### src/rtl/rtf65002_ibuf_if.sv
// rtf65002_ibuf_if: word fetch bus between the instruction buffer and memory
//    master (ibuf): drives fetch_req_o/fetch_adr_o, samples fetch_ack_i/fetch_dat_i
//    slave (memory): the mirror image
interface rtf65002_ibuf_if #(parameter int AW = 32);
   logic          fetch_req_o;
   logic [AW-1:0] fetch_adr_o;
   logic          fetch_ack_i;
   logic [31:0]   fetch_dat_i;
   modport master(output fetch_req_o, fetch_adr_o, input fetch_ack_i, fetch_dat_i);
   modport slave(input fetch_req_o, fetch_adr_o, output fetch_ack_i, fetch_dat_i);
endinterface

### src/rtl/rtf65002_ibuf.sv
// rtf65002_ibuf: circular byte queue that aligns fetched words into instruction bytes
//    clk_i/rst_i        clock, synchronous active-high reset
//    flush_i/flush_pc_i discard queue and restart fetch at a byte PC
//    bus                word fetch bus (request, word address, ack, little-endian data)
//    ins_o/ins_avail_o  next 8 bytes opcode first, and how many of them are valid
//    adv_i/adv_len_i    consume an instruction of the given length
//    pc_o/adv_err_o     byte PC of ins_o[7:0], sticky illegal-advance flag
module rtf65002_ibuf #(
   parameter int DEPTH = 16,
   parameter int AW    = 32
) (
   input  logic                  clk_i,
   input  logic                  rst_i,
   input  logic                  flush_i,
   input  logic [AW-1:0]         flush_pc_i,
   rtf65002_ibuf_if.master       bus,
   output logic [63:0]           ins_o,
   output logic [3:0]            ins_avail_o,
   input  logic                  adv_i,
   input  logic [3:0]            adv_len_i,
   output logic [AW-1:0]         pc_o,
   output logic                  adv_err_o
);
   localparam int PW = $clog2(DEPTH);
   localparam int CW = PW + 1;
   logic [7:0]    mem [DEPTH];
   logic [PW-1:0] head, tail;
   logic [CW-1:0] count, count_nx;
   logic [1:0]    skip;
   logic [2:0]    push;
   logic          run, acc, adv_ok;
   genvar g;
   for (g = 0; g < 8; g++) begin : g_ins
      assign ins_o[8*g +: 8] = mem[head + PW'(g)];
   end
   // run holds fetch off after reset until the first flush supplies a start PC
   always_comb begin
      ins_avail_o = count > CW'(8) ? 4'd8 : 4'(count);
      acc         = bus.fetch_req_o && bus.fetch_ack_i && !flush_i;
      adv_ok      = adv_i && adv_len_i <= ins_avail_o;
      push        = acc ? 3'd4 - {1'b0, skip} : 3'd0;
      count_nx    = count - CW'(adv_ok ? adv_len_i : 4'd0) + CW'(push);
   end
   always_ff @(posedge clk_i) begin
      if (rst_i) begin
         count           <= '0;
         head            <= '0;
         tail            <= '0;
         pc_o            <= '0;
         bus.fetch_adr_o <= '0;
         bus.fetch_req_o <= 1'b0;
         adv_err_o       <= 1'b0;
         skip            <= 2'd0;
         run             <= 1'b0;
      end else if (flush_i) begin
         count           <= '0;
         head            <= '0;
         tail            <= '0;
         pc_o            <= flush_pc_i;
         bus.fetch_adr_o <= {flush_pc_i[AW-1:2], 2'b00};
         bus.fetch_req_o <= 1'b0;
         adv_err_o       <= 1'b0;
         skip            <= flush_pc_i[1:0];
         run             <= 1'b1;
      end else begin
         if (acc) begin
            // bytes below skip precede the flush PC within the first word and are dropped
            for (int j = 0; j < 4; j++)
               if (j >= int'(skip)) mem[tail + PW'(j) - PW'(skip)] <= bus.fetch_dat_i[8*j +: 8];
            tail            <= tail + PW'(push);
            bus.fetch_adr_o <= bus.fetch_adr_o + AW'(4);
            skip            <= 2'd0;
         end
         if (adv_ok) begin
            head <= head + PW'(adv_len_i);
            pc_o <= pc_o + AW'(adv_len_i);
         end
         if (adv_i && !adv_ok) adv_err_o <= 1'b1;
         count           <= count_nx;
         bus.fetch_req_o <= run && count_nx <= CW'(DEPTH - 4);
      end
   end
endmodule

### src/flat_wrapper.sv
// flat-port wrapper written by rule: the top's interface ports become plain ports
module rtf65002_ibuf_flat 
#(
   parameter int DEPTH = 16,
   parameter int AW    = 32
)
  (clk_i, rst_i, flush_i, flush_pc_i, ins_o, ins_avail_o, adv_i, adv_len_i, pc_o, adv_err_o, bus_fetch_req_o, bus_fetch_adr_o, bus_fetch_ack_i, bus_fetch_dat_i);
  rtf65002_ibuf_if #(.AW(AW)) bus_i ();
  input  logic clk_i;
  input  logic rst_i;
  input  logic flush_i;
  input  logic [AW-1:0] flush_pc_i;
  output logic [63:0] ins_o;
  output logic [3:0] ins_avail_o;
  input  logic adv_i;
  input  logic [3:0] adv_len_i;
  output logic [AW-1:0] pc_o;
  output logic adv_err_o;
  output wire logic [$bits(bus_i.fetch_req_o)-1:0] bus_fetch_req_o;
  output wire logic [$bits(bus_i.fetch_adr_o)-1:0] bus_fetch_adr_o;
  input wire logic [$bits(bus_i.fetch_ack_i)-1:0] bus_fetch_ack_i;
  input wire logic [$bits(bus_i.fetch_dat_i)-1:0] bus_fetch_dat_i;
  assign bus_fetch_req_o = bus_i.fetch_req_o;
  assign bus_fetch_adr_o = bus_i.fetch_adr_o;
  assign bus_i.fetch_ack_i = bus_fetch_ack_i;
  assign bus_i.fetch_dat_i = bus_fetch_dat_i;
  rtf65002_ibuf #(.DEPTH(DEPTH), .AW(AW)) u_core (.clk_i(clk_i), .rst_i(rst_i), .flush_i(flush_i), .flush_pc_i(flush_pc_i), .bus(bus_i), .ins_o(ins_o), .ins_avail_o(ins_avail_o), .adv_i(adv_i), .adv_len_i(adv_len_i), .pc_o(pc_o), .adv_err_o(adv_err_o));
endmodule
### config.mk
export PLATFORM = sky130hd
export DESIGN_NAME = rtf65002_ibuf_flat
export DESIGN_NICKNAME = d
export VERILOG_FILES = /design/src/rtl/rtf65002_ibuf_if.sv /design/src/rtl/rtf65002_ibuf.sv /design/src/flat_wrapper.sv
export SDC_FILE = /design/constraint.sdc
export NUM_CORES = 1
export LEC_CHECK = 0
export BUFFER_PORTS_ARGS = -buffer_cell sky130_fd_sc_hd__buf_2
export CORE_MARGIN = 10
export CORE_UTILIZATION = 24
export DETAILED_ROUTE_END_ITERATION = 8
export PLACE_DENSITY_LB_ADDON = 0.05
export SLEW_MARGIN = 10
export SYNTH_ARGS = -nofsm -noshare
export SYNTH_HDL_FRONTEND = slang
export SYNTH_SLANG_ARGS = --single-unit
### constraint.sdc
create_clock -name clk_i -period 8.4 [get_ports clk_i]
set_input_delay 2.1 -clock clk_i [delete_from_list [all_inputs] [get_ports clk_i]]
set_output_delay 2.1 -clock clk_i [all_outputs]
set_load 0.01 [all_outputs]
==> results of run 1 <==
## kinds of logic after synthesis
| logic type | after synthesis | synth area share, % |
|---|---|---|
| AND/OR/NAND/NOR | 628 | 15.0 |
| AO/OA/AOI/OAI | 595 | 19.5 |
| buffers and inverters | 288 | 5.71 |
| multiplexers | 224 | 25.3 |
| flip-flops | 212 | 28.4 |
| XOR/XNOR | 53 | 2.53 |
| adder cells (fa/ha/maj) | 49 | 3.53 |
| other | 1 | 0.0193 |
## worst max-delay path: stages (launching register included)
cell      delay, ns
dfxtp_1        0.71
inv_2          0.32
ha_1           0.74
clkinv_1       0.60
mux4_2         0.67
buf_2          0.17
## cell usage after synthesis, types with 17 or more instances
cell	count	area share, %
nand4_1	44	1.4
nor4_1	19	0.61
xor2_1	19	0.85
edfxtp_1	128	20
mux4_2	215	25
and3_1	21	0.67
a21oi_1	205	5.3
ha_1	39	2.5
o22ai_1	132	4.2
buf_2	18	0.46
nor2_1	175	3.4
a211oi_1	19	0.73
buf_1	42	0.81
nand3_1	36	0.93
clkbuf_1	151	2.9
o31a_1	17	0.76
xnor2_1	32	1.4
inv_1	71	1.4
nand2_1	231	4.5
dfxtp_1	84	8.6
o31ai_1	137	5.3
nor3_1	28	0.72
## placed cells by master (no fill, tap or decap), types with 21 or more instances in the layout
cell / instances
nor3_1: 28
a21oi_1: 205
nor2_1: 174
nand4_1: 44
nand3_1: 36
xnor2_1: 32
inv_1: 70
and3_1: 21
dfxtp_1: 81
buf_4: 57
buf_2: 204
mux4_2: 215
o22ai_1: 132
nand2_1: 231
clkbuf_16: 27
edfxtp_1: 128
ha_1: 38
o31ai_1: 137
## sequential cells by signal, indices dropped and copies added, names as in the netlist, named ones only
signal	count
u_core.adv_err_o	1
u_core.bus.fetch_req_o	1
u_core.mem	128
u_core.run	1
u_core.bus.fetch_adr_o	30
u_core.tail	4
u_core.head	4
u_core.pc_o	32
u_core.count	5
u_core.skip	2
## worst max path at each step
stage / slack, ns / depth (start not counted) / to / start
5_1_grt: 2.32 / 5 / ins_o[55] / u_core.head[2]
6_report: 2.53 / 5 / ins_o[55] / u_core.head[2]
3_3_place_gp: 2.74 / 15 / u_core.bus.fetch_req_o / adv_len_i[3]
4_1_cts: 2.43 / 5 / ins_o[55] / u_core.head[2]
2_1_floorplan: 2.69 / 10 / ins_o[10] / u_core.head[0]
3_5_place_dp: 2.73 / 15 / u_core.bus.fetch_req_o / adv_len_i[3]
## layout make-up
class / count / area [um2]
Multi-Input combinational cell: 1551 / 12900
Sequential cell: 212 / 5530
Clock inverter: 21 / 240
Inverter: 75 / 282
Clock buffer: 29 / 683
Tap cell: 1060 / 1330
Timing Repair Buffer: 262 / 1470
Fill cell: 8527 / 58000
## metal layers
| metal | wire length [um] | track usage [%] |
|---|---|---|
| met4 | 1720 | 3.40 |
| met5 | 12 | 0 |
| met1 | 43900 | 28.4 |
| met3 | 5770 | 2.30 |
| met2 | 45200 | 32.2 |
## per-stage QoR
step	total power [mW]	instance area [um2]	util (%)	std cells
floorplan	2.00	19500	-	2051
CTS	3.71	22400	27.9	3210
global route	3.84	22400	27.9	3210
finish	3.65	22400	27.9	3210
detailed placement	2.46	21500	26.7	3160
global placement	2.47	21500	26.7	3160
## report_power, final
group,switching [mW],internal (mW)
logic,0.717,0.507
clock network,0.487,0.743
registers,0.0614,1.14
==> summary.md, run 1 <==
| Metric | Value |
|---|---|
| Post-synthesis cell area | `19500 um2` |
| Area of the die | `92900 um2` |
| Leak | `7.21 nW` |
| Root buffer cell | `clkbuf_16` |
| Number of remaining DRC errors | `0` |
| CP endpoint kind | `output port` |
| Layout cells sized above 1 | `25.3%` |
| Distinct cells, synth | `64` |
| Initial antenna violation count | `6` |
| Setup TNS | `0 ns` |
| Pwr Density | `163 nW/um2` |
| Diodes inserted | `0` |
| Post-DP HPWL | `76900 um` |
| Largest net degree at the start of global routing | `120` |
| Worst Hold Launch | `u_core.run` |
| Worst skew pair latency | `0.56 ns` |
| CORE AREA | `80400 um2` |
| Global-route wire length before repair | `137000 um` |
| Type of the most critical hold path | `flop to flop` |
| Rel. slew slack | `18.9%` |
| Least-Margin Pin Slew | `1.21 ns` |
| Vias | `18400` |
| Detail Route Antenna Nets | `0` |
| Die X | `305 um` |
| Yosys reg bits | `212` |
| Final Critical Period | `5.87 ns` |
| Starting Density | `24.2%` |
| Vias per cell | `5.72` |
| FF-to-FF setup slack | `4.24 ns` |
| Critical path data required time | `6.30 ns` |
| Routability Congestion | `0.891` |
| Slack of the critical path | `2.53 ns` |
| Wire per inst | `30.1 um` |
| Overflow after GRT | `0` |
| Vias in the first global route | `17200` |
| Pre-antenna DRT Iters | `6` |
| Clk buf depth | `3` |
| Async SR Flop Fraction | `0%` |
| Slew Viols, Final | `0` |
| Area delta synth->final | `15.2%` |
| Reg2reg start | `u_core.count[3]` |
| CP Max Fanout | `13` |
| Synth warn | `0` |
| Worst setup SP type | `flop` |
| # hold bufs at CTS | `0` |
| Post-synth EDFFs | `128` |
| Critical Path AT | `3.77 ns` |
| Cells after Synth | `2050` |
| CTS sink cnt | `212` |
| Worst r2r dst | `u_core.bus.fetch_req_o` |
| Worst hold endpoint | `u_core.run` |
| Worst-path clk slew | `0.06 ns` |
| Row count | `104` |
| Worst hold margin | `0.461 ns` |
| Worst Reg-to-Reg Cells | `16` |
| Setup-failing EPs final | `0` |
| Initial DRC Count | `2325` |
| Synthesized area per cell | `9.50 um2` |
| Port Buf Inserts | `204` |
| Outcome | `finished, final reports clean` |
| Number of I/O pins | `207` |
| Final nets | `2251` |
| Top_reg_cell synth | `edfxtp_1` |
| WL final | `96700 um` |
| MaxCap Viol Count | `0` |
| TritonCTS clock tree | `done` |
| Num CTS Buffers | `27` |
| H-tree levels | `1` |
| RSZ-0062 raised after global routing | `no` |
| Final worst-path cycle share | `69.9%` |
| Register area share after synthesis | `28.4%` |
| Peak supply drop | `0.123 mV` |
| Die Ht | `305 um` |
| Worst hold stages | `2` |
| Final Skew | `0.0255 ns` |
| Final hold viol count | `0` |
| Total GRT Usage | `19.9%` |
| F_max | `170 MHz` |
| Post-CTS sizing | `0` |
| Crit path kind | `flop to output port` |
| # Post-CTS Setup Buffers | `0` |
| Pre-CTS setup slack | `2.73 ns` |
No activity file was read; power rests on OpenSTA's default activity.
==> run 2: changes to the inputs <==
--- a/config.mk
+++ b/config.mk
@@ -5,6 +5,7 @@
 export SDC_FILE = /design/constraint.sdc
 export NUM_CORES = 1
 export LEC_CHECK = 0
+export ABC_AREA = 1
 export BUFFER_PORTS_ARGS = -buffer_cell sky130_fd_sc_hd__buf_2
 export CORE_MARGIN = 10
 export CORE_UTILIZATION = 24
==> constraint.sdc (replaced) <==
create_clock -name clk_i -period 4.8 [get_ports clk_i]
set_input_delay 1.2 -clock clk_i [delete_from_list [all_inputs] [get_ports clk_i]]
set_output_delay 1.2 -clock clk_i [all_outputs]
set_load 0.01 [all_outputs]
==> summary.md, run 2 <==
| Metric | Value |
|---|---|
| Global-route wire length before repair | `165000 um (was 137000 um)` |
| Number of I/O pins | `207 (unchanged)` |
| Detail Route Antenna Nets | `0 (unchanged)` |
| Worst Reg-to-Reg Cells | `12 (was 16)` |
| List of most frequent post-synthesis cells | `nand2_1, o21ai_0, nor2_1 (was nand2_1, mux4_2, a21oi_1)` |
| Routed length on met2 | `50800 um (was 45200 um)` |
| Least-Margin Pin Slew | `1.05 ns (was 1.21 ns)` |
| Post-DP HPWL | `91700 um (was 76900 um)` |
| Uppermost layer routed | `met4 (was met5)` |
| Yosys reg bits | `212 (unchanged)` |
| # Post-CTS Setup Buffers | `0 (unchanged)` |
| Area delta synth->final | `15.1% (was 15.2%)` |
| Top_reg_cell synth | `edfxtp_1 (unchanged)` |
| Type of the most critical hold path | `flop to flop (unchanged)` |
| Worst skew pair latency | `0.59 ns (was 0.56 ns)` |
| Pwr Density | `295 nW/um2 (was 163 nW/um2)` |
| Final hold viol count | `0 (unchanged)` |
| Vias | `23700 (was 18400)` |
| Inst Count DP | `4652 (was 3160)` |
| Peak supply drop | `0.260 mV (was 0.123 mV)` |
| Die Ht | `311 um (was 305 um)` |
| Largest family of logic cells by synthesized area | `simple AND/OR/NAND/NOR gates (was multiplexers)` |
| Area of the die | `96500 um2 (was 92900 um2)` |
| Synth Area in Adders | `3.40% (was 3.53%)` |
| Critical path data required time | `3.60 ns (was 6.30 ns)` |
| Post-CTS sizing | `0 (unchanged)` |
| M1 WL | `54800 um (was 43900 um)` |
| H-tree levels | `1 (unchanged)` |
| Initial DRC Count | `2473 (was 2325)` |
| Final Critical Period | `4.53 ns` |
| CP endpoint kind | `output port (unchanged)` |
| Max stage delay on crit path | `0.52 ns (was 0.74 ns)` |
| Final nets | `3669 (was 2251)` |
| CP Cell Sequence | `buf_4 -> ha_1 -> xnor2_2 -> inv_1 -> buf_4 -> nor2_1 -> o31ai_1 -> buf_2 (was inv_2 -> ha_1 -> clkinv_1 -> mux4_2 -> buf_2)` |
| Worst setup SP type | `flop (unchanged)` |
| Most flop-heavy register | `u_core.mem (unchanged)` |
| Crit path kind | `flop to output port (unchanged)` |
| Largest net degree at the start of global routing | `140 (was 120)` |
| Synth Area in Compound Gates | `21.2% (was 19.5%)` |
| Vias in the first global route | `21800 (was 17200)` |
| Synth Area in XOR/XNOR | `1.25% (was 2.53%)` |
| Root buffer cell | `clkbuf_16 (unchanged)` |
| Simple-gate area share of the yosys netlist | `38.0% (was 15.0%)` |
| Synth top area cells | `nand2_1, edfxtp_1, o21ai_0, a21oi_1, nand3_1 (was mux4_2, edfxtp_1, dfxtp_1, o31ai_1, a21oi_1)` |
| Layout fillers | `9589 (was 8527)` |
| Overflow after GRT | `0 (unchanged)` |
| Area leader, netlist | `nand2_1 (was mux4_2)` |
| Post-synthesis cell area | `20300 um2 (was 19500 um2)` |
| Final worst-path cycle share | `94.4%` |
| F_max | `221 MHz` |
| Row count | `106 (was 104)` |
| Initial antenna violation count | `4 (was 6)` |
| Synth top area share | `19.8% (was 24.9%)` |
| Vias per cell | `5.05 (was 5.72)` |
| CTS sink cnt | `212 (unchanged)` |
| CP most frequent cell | `buf_4` |
| Storage element area | `5540 um2 (was 5530 um2)` |
| CP max stage cell | `dfxtp_4 (was ha_1)` |
| Synthesized area per cell | `5.88 um2 (was 9.50 um2)` |
| Commonest non-fill, non-tap cells in the layout | `nand2_1, o21ai_0, nor2_1 (was nand2_1, mux4_2, a21oi_1)` |
| Die X | `311 um (was 305 um)` |
| Pre-antenna DRT Iters | `6 (unchanged)` |
| TritonCTS clock tree | `done (unchanged)` |
| CP Max Fanout | `47 (was 13)` |
| Cells after Synth | `3444 (was 2050)` |
| # hold bufs at CTS | `0 (unchanged)` |
| Distinct cells, synth | `44 (was 64)` |
| Register area share after synthesis | `27.3% (was 28.4%)` |
| Top Registers | `u_core.mem x128, u_core.pc_o x32, u_core.bus.fetch_adr_o x30 (unchanged)` |
| Layout cells sized above 1 | `10.8% (was 25.3%)` |
| Routability Congestion | `0.974 (was 0.891)` |
| Final Skew | `0.0532 ns (was 0.0255 ns)` |
| Outcome | `finished, final reports clean (unchanged)` |
| Most numerous cell in the Yosys netlist | `nand2_1 (unchanged)` |
| Wire per inst | `24.8 um (was 30.1 um)` |
| Worst-path clk slew | `0.06 ns (about the same)` |
| Commonest non-fill, non-tap cell in the layout | `nand2_1 (unchanged)` |
| Leak | `9.94 nW (was 7.21 nW)` |
| WL final | `117000 um (was 96700 um)` |
| Total GRT Usage | `23.0% (was 19.9%)` |
| Rel. slew slack | `29.6% (was 18.9%)` |
| Starting Density | `24.2% (about the same)` |
| Synth warn | `0 (unchanged)` |
| RSZ-0062 raised after global routing | `no (unchanged)` |
| Non-Filler Instances | `4703 (was 3210)` |
| Largest register FFs | `128 (unchanged)` |
| Slew Viols, Final | `0 (unchanged)` |
| WL met3 | `7470 um (was 5770 um)` |
| Setup-failing EPs final | `0 (unchanged)` |
| Clk buf depth | `3 (unchanged)` |
| MaxCap Viol Count | `0 (unchanged)` |
| Post-synth EDFFs | `128 (unchanged)` |
| Num CTS Buffers | `27 (unchanged)` |
| CORE AREA | `83700 um2 (was 80400 um2)` |
| Port Buf Inserts | `204 (unchanged)` |
| Async SR Flop Fraction | `0% (unchanged)` |
| Setup TNS | `0 ns (unchanged)` |
| Multi-input gate area | `13000 um2 (was 12900 um2)` |
| Critical Path AT | `3.33 ns (was 3.77 ns)` |
| Worst hold stages | `2 (unchanged)` |
| Number of remaining DRC errors | `0 (unchanged)` |
| Mux share of post-synthesis cell area | `0.0494% (was 25.3%)` |
==> run 2: changes by cell type after synthesis, sizes merged, moves of 124 or more <==
cell / previous run / this run
nand3: 36 / 340
a21oi: 205 / 347
mux4: 215 / 0
inv: 73 / 264
o21ai: 10 / 394
o22ai: 132 / 8
nand2: 231 / 1085
nor2: 175 / 397
==> run 2: critical path: cells and delay by family (launching register included) <==
kind	cells	cell delay [ns]
xor+xnor	1	0.13
flops	1	0.52
buf+inv	4	1.33
fa+ha+maj	1	0.35
compound gates	1	0.32
simple gates	1	0.07
==> run 2: cells by family (layout without fill, tap and decap cells) <==
family / after synthesis / after routing
AND/OR/NAND/NOR: 1866 / 1866
AO/OA/AOI/OAI: 819 / 819
buffers and inverters: 467 / 590
flip-flops: 212 / 212
adder cells (fa/ha/maj): 49 / 49
XOR/XNOR: 29 / 29
other: 1 / 3
multiplexers: 1 / 1
==> run 2: path summary, 6_finish.rpt <==
path	start	endpoint	slack, ns
max	u_core.head[0]	ins_o[47]	0.27
max reg2reg	u_core.skip[1]	u_core.mem[0][2]	1.10
min reg2reg	u_core.adv_err_o	u_core.adv_err_o	0.47
min	u_core.adv_err_o	u_core.adv_err_o	0.47
==> run 2: stage by stage <==
stage / instance area (um2) / utilization, % / hold slack, ns / worst slack [ns] / total power [mW]
after floorplan: 20300 / - / 0.438 / 0.980 / 3.74
after global placement: 22500 / 26.8 / 0.465 / 0.672 / 4.89
after detailed placement: 22500 / 26.8 / 0.470 / 0.597 / 4.88
after CTS: 23300 / 27.9 / 0.479 / 0.217 / 6.94
after global routing: 23300 / 27.9 / 0.505 / 0.0773 / 7.31
final: 23300 / 27.9 / 0.466 / 0.267 / 6.87
==> run 2: layout make-up <==
cell class / count / area share, %
antenna: 1 / 0.0107
clock buffer: 27 / 2.90
clock inverter: 23 / 0.858
inverter: 277 / 4.46
multi-input combinational: 2766 / 55.6
sequential: 212 / 23.7
tap: 1134 / 6.08
timing repair buffer: 263 / 6.38
==> run 2: power by group <==
group          internal (mW)  switching (mW)  leakage [nW]
clock                   1.15           0.888         0.421
sequential              2.00           0.122          1.84
combinational          0.806            1.91          7.68
total                   3.95            2.92          9.94
==> run 2: routing by layer <==
layer	track usage, %	vias to the layer above
li1	-	11600
met1	32.5	11200
met2	35.7	835
met3	3.32	141
met4	6.76	0
met5	0	-
==> run 3: changes to the inputs <==
--- a/config.mk
+++ b/config.mk
@@ -7,6 +7,7 @@
 export LEC_CHECK = 0
 export ABC_AREA = 1
 export BUFFER_PORTS_ARGS = -buffer_cell sky130_fd_sc_hd__buf_2
+export CORE_ASPECT_RATIO = 0.5
 export CORE_MARGIN = 10
 export CORE_UTILIZATION = 24
 export DETAILED_ROUTE_END_ITERATION = 8
==> summary.md, run 3 (synthesis results as in run 2) <==
| Metric | Value |
|---|---|
| Row count | `75 (was 106)` |
| Net Sw Frac | `41.1% (was 42.5%)` |
| Worst-path clk slew | `0.06 ns (about the same)` |
| Detail Route Antenna Nets | `0 (unchanged)` |
| TritonCTS clock tree | `done (unchanged)` |
| Top Registers | `u_core.mem x128, u_core.pc_o x32, u_core.bus.fetch_adr_o x30 (unchanged)` |
| Commonest non-fill, non-tap cell in the layout | `nand2_1 (unchanged)` |
| Worst hold margin | `0.464 ns (was 0.466 ns)` |
| Cell Int Power | `4.13 mW (was 3.95 mW)` |
| Starting Density | `24.2% (about the same)` |
| Type of the most critical hold path | `flop to flop (unchanged)` |
| MaxCap Viol Count | `0 (unchanged)` |
| Layout cells sized above 1 | `10.7% (was 10.8%)` |
| Final worst-path cycle share | `94.3% (was 94.4%)` |
| Sequential power share | `30.4% (was 30.8%)` |
| Number of remaining DRC errors | `0 (unchanged)` |
| CP most frequent cell | `o21ai_0 (was buf_4)` |
| CP Cell Sequence | `buf_4 -> ha_1 -> xnor2_2 -> inv_1 -> o21ai_0 -> o21ai_0 -> buf_2 (was buf_4 -> ha_1 -> xnor2_2 -> inv_1 -> buf_4 -> nor2_1 -> o31ai_1 -> buf_2)` |
| H-tree levels | `1 (unchanged)` |
| Number of I/O pins | `207 (unchanged)` |
| Die X | `431 um (was 311 um)` |
| Global-route wire length before repair | `162000 um (was 165000 um)` |
| Leak | `9.98 nW (was 9.94 nW)` |
| Overflow after GRT | `0 (unchanged)` |
| CORE AREA | `83800 um2 (was 83700 um2)` |
| Largest net degree at the start of global routing | `140 (unchanged)` |
| Rel. slew slack | `32.6% (was 29.6%)` |
| CP max stage cell | `inv_1 (was dfxtp_4)` |
| Final nets | `3674 (was 3669)` |
| Slew Viols, Final | `0 (unchanged)` |
| P_sw | `2.88 mW (was 2.92 mW)` |
| Setup-failing EPs final | `0 (unchanged)` |
| Area delta synth->final | `15.4% (was 15.1%)` |
| CP endpoint kind | `output port (unchanged)` |
| # Post-CTS Setup Buffers | `0 (unchanged)` |
| Largest register FFs | `128 (unchanged)` |
| Least-Margin Pin Slew | `1.01 ns (was 1.05 ns)` |
| Critical Path AT | `3.33 ns (about the same)` |
| Max stage delay on crit path | `0.67 ns (was 0.52 ns)` |
| Outcome | `finished, final reports clean (unchanged)` |
| Commonest non-fill, non-tap cells in the layout | `nand2_1, o21ai_0, nor2_1 (unchanged)` |
| Crit path kind | `flop to output port (unchanged)` |
| Setup TNS | `0 ns (unchanged)` |
| Worst setup SP type | `flop (unchanged)` |
| Placed inst area | `22500 um2 (about the same)` |
| Routability Congestion | `0.951 (was 0.974)` |
| RSZ-0062 raised after global routing | `no (unchanged)` |
| Vias per cell | `5.15 (was 5.05)` |
| FF-to-FF setup slack | `1.00 ns (was 1.10 ns)` |
| CTS sink cnt | `212 (unchanged)` |
| Pre-antenna DRT Iters | `6 (unchanged)` |
| Root buffer cell | `clkbuf_16 (unchanged)` |
| Post-DP HPWL | `89600 um (was 91700 um)` |
| Pwr Density | `300 nW/um2 (was 295 nW/um2)` |
| WL final | `114000 um (was 117000 um)` |
| Design Area, Final | `23400 um2 (was 23300 um2)` |
| Comb pwr share | `38.9% (was 39.6%)` |
| Peak supply drop | `0.244 mV (was 0.260 mV)` |
| Die Ht | `225 um (was 311 um)` |
| Area of the die | `97200 um2 (was 96500 um2)` |
| Post-CTS sizing | `0 (unchanged)` |
| Worst skew pair latency | `0.58 ns (was 0.59 ns)` |
| Clock power share | `30.7% (was 29.6%)` |
| Vias in the first global route | `22100 (was 21800)` |
| Num CTS Buffers | `26 (was 27)` |
| Clk buf depth | `3 (unchanged)` |
| Initial antenna violation count | `6 (was 4)` |
| Wire per inst | `24.4 um (was 24.8 um)` |
| Total GRT Usage | `22.4% (was 23.0%)` |
| Final hold viol count | `0 (unchanged)` |
| Final Skew | `0.0366 ns (was 0.0532 ns)` |
| Layout fillers | `9527 (was 9589)` |
| CP Max Fanout | `64 (was 47)` |
| Final Critical Period | `4.53 ns (about the same)` |
| Port Buf Inserts | `204 (unchanged)` |
| Initial DRC Count | `2614 (was 2473)` |
| # hold bufs at CTS | `0 (unchanged)` |
| Most flop-heavy register | `u_core.mem (unchanged)` |
| Vias | `24100 (was 23700)` |
| F_max | `221 MHz (about the same)` |
| Critical path data required time | `3.60 ns (about the same)` |
run 3: worst paths after layout:
| kind | start | to | cells past startpoint |
|---|---|---|---|
| setup / recovery | u_core.head[0] | ins_o[14] | 7 |
| setup reg to reg | u_core.skip[1] | u_core.mem[5][0] | 10 |
| hold / removal | u_core.adv_err_o | u_core.adv_err_o | 2 |
| hold reg to reg | u_core.adv_err_o | u_core.adv_err_o | 2 |
run 3: power by group through the flow:
stage | clock network [mW] | logic, mW | registers (mW)
after global routing | 2.27 | 3.01 | 2.15
after floorplan | 0 | 1.63 | 2.11
after detailed placement | 0 | 2.72 | 2.17
after CTS | 2.20 | 2.73 | 2.13
after global placement | 0 | 2.73 | 2.18
final | 2.15 | 2.73 | 2.13
run 3: stage by stage:
step,setup WS [ns],utilization [%],cells,power [mW]
after global routing,0.0552,27.9,4687,7.42
after CTS,0.328,27.9,4687,7.06
after detailed placement,0.748,26.8,4640,4.89
after floorplan,0.980,-,3445,3.74
after global placement,0.747,26.8,4640,4.91
final,0.273,27.9,4688,7.02
run 3: layout make-up:
type	instances	area (um2)	area share [%]
multi-input cells	2766	13000	55.5
flip-flops and latches	212	5540	23.7
repair buffers	269	1520	6.51
well taps	1116	1400	5.97
inverters	277	1040	4.45
clock buffers	36	718	3.07
clock inverters	11	190	0.814
diodes	1	2.50	0.0107
run 3: layer usage:
metal  part of all wire (%)  global-route usage, %  vias up
met4                    2.4                   4.85        6
met3                    6.3                   3.34      141
li1                       -                      -    11600
met2                     43                   35.2      880
met5                  0.039                      0        -
met1                     48                   32.1    11500
run 3: worst max-delay path, delay by kind of cell (launching register included):
kind                     cells  cell delay (ns)
flip-flops                   1             0.41
adder cells (fa/ha/maj)      1             0.29
XOR/XNOR                     1             0.10
buffers and inverters        3             1.37
AO/OA/AOI/OAI                2             0.54
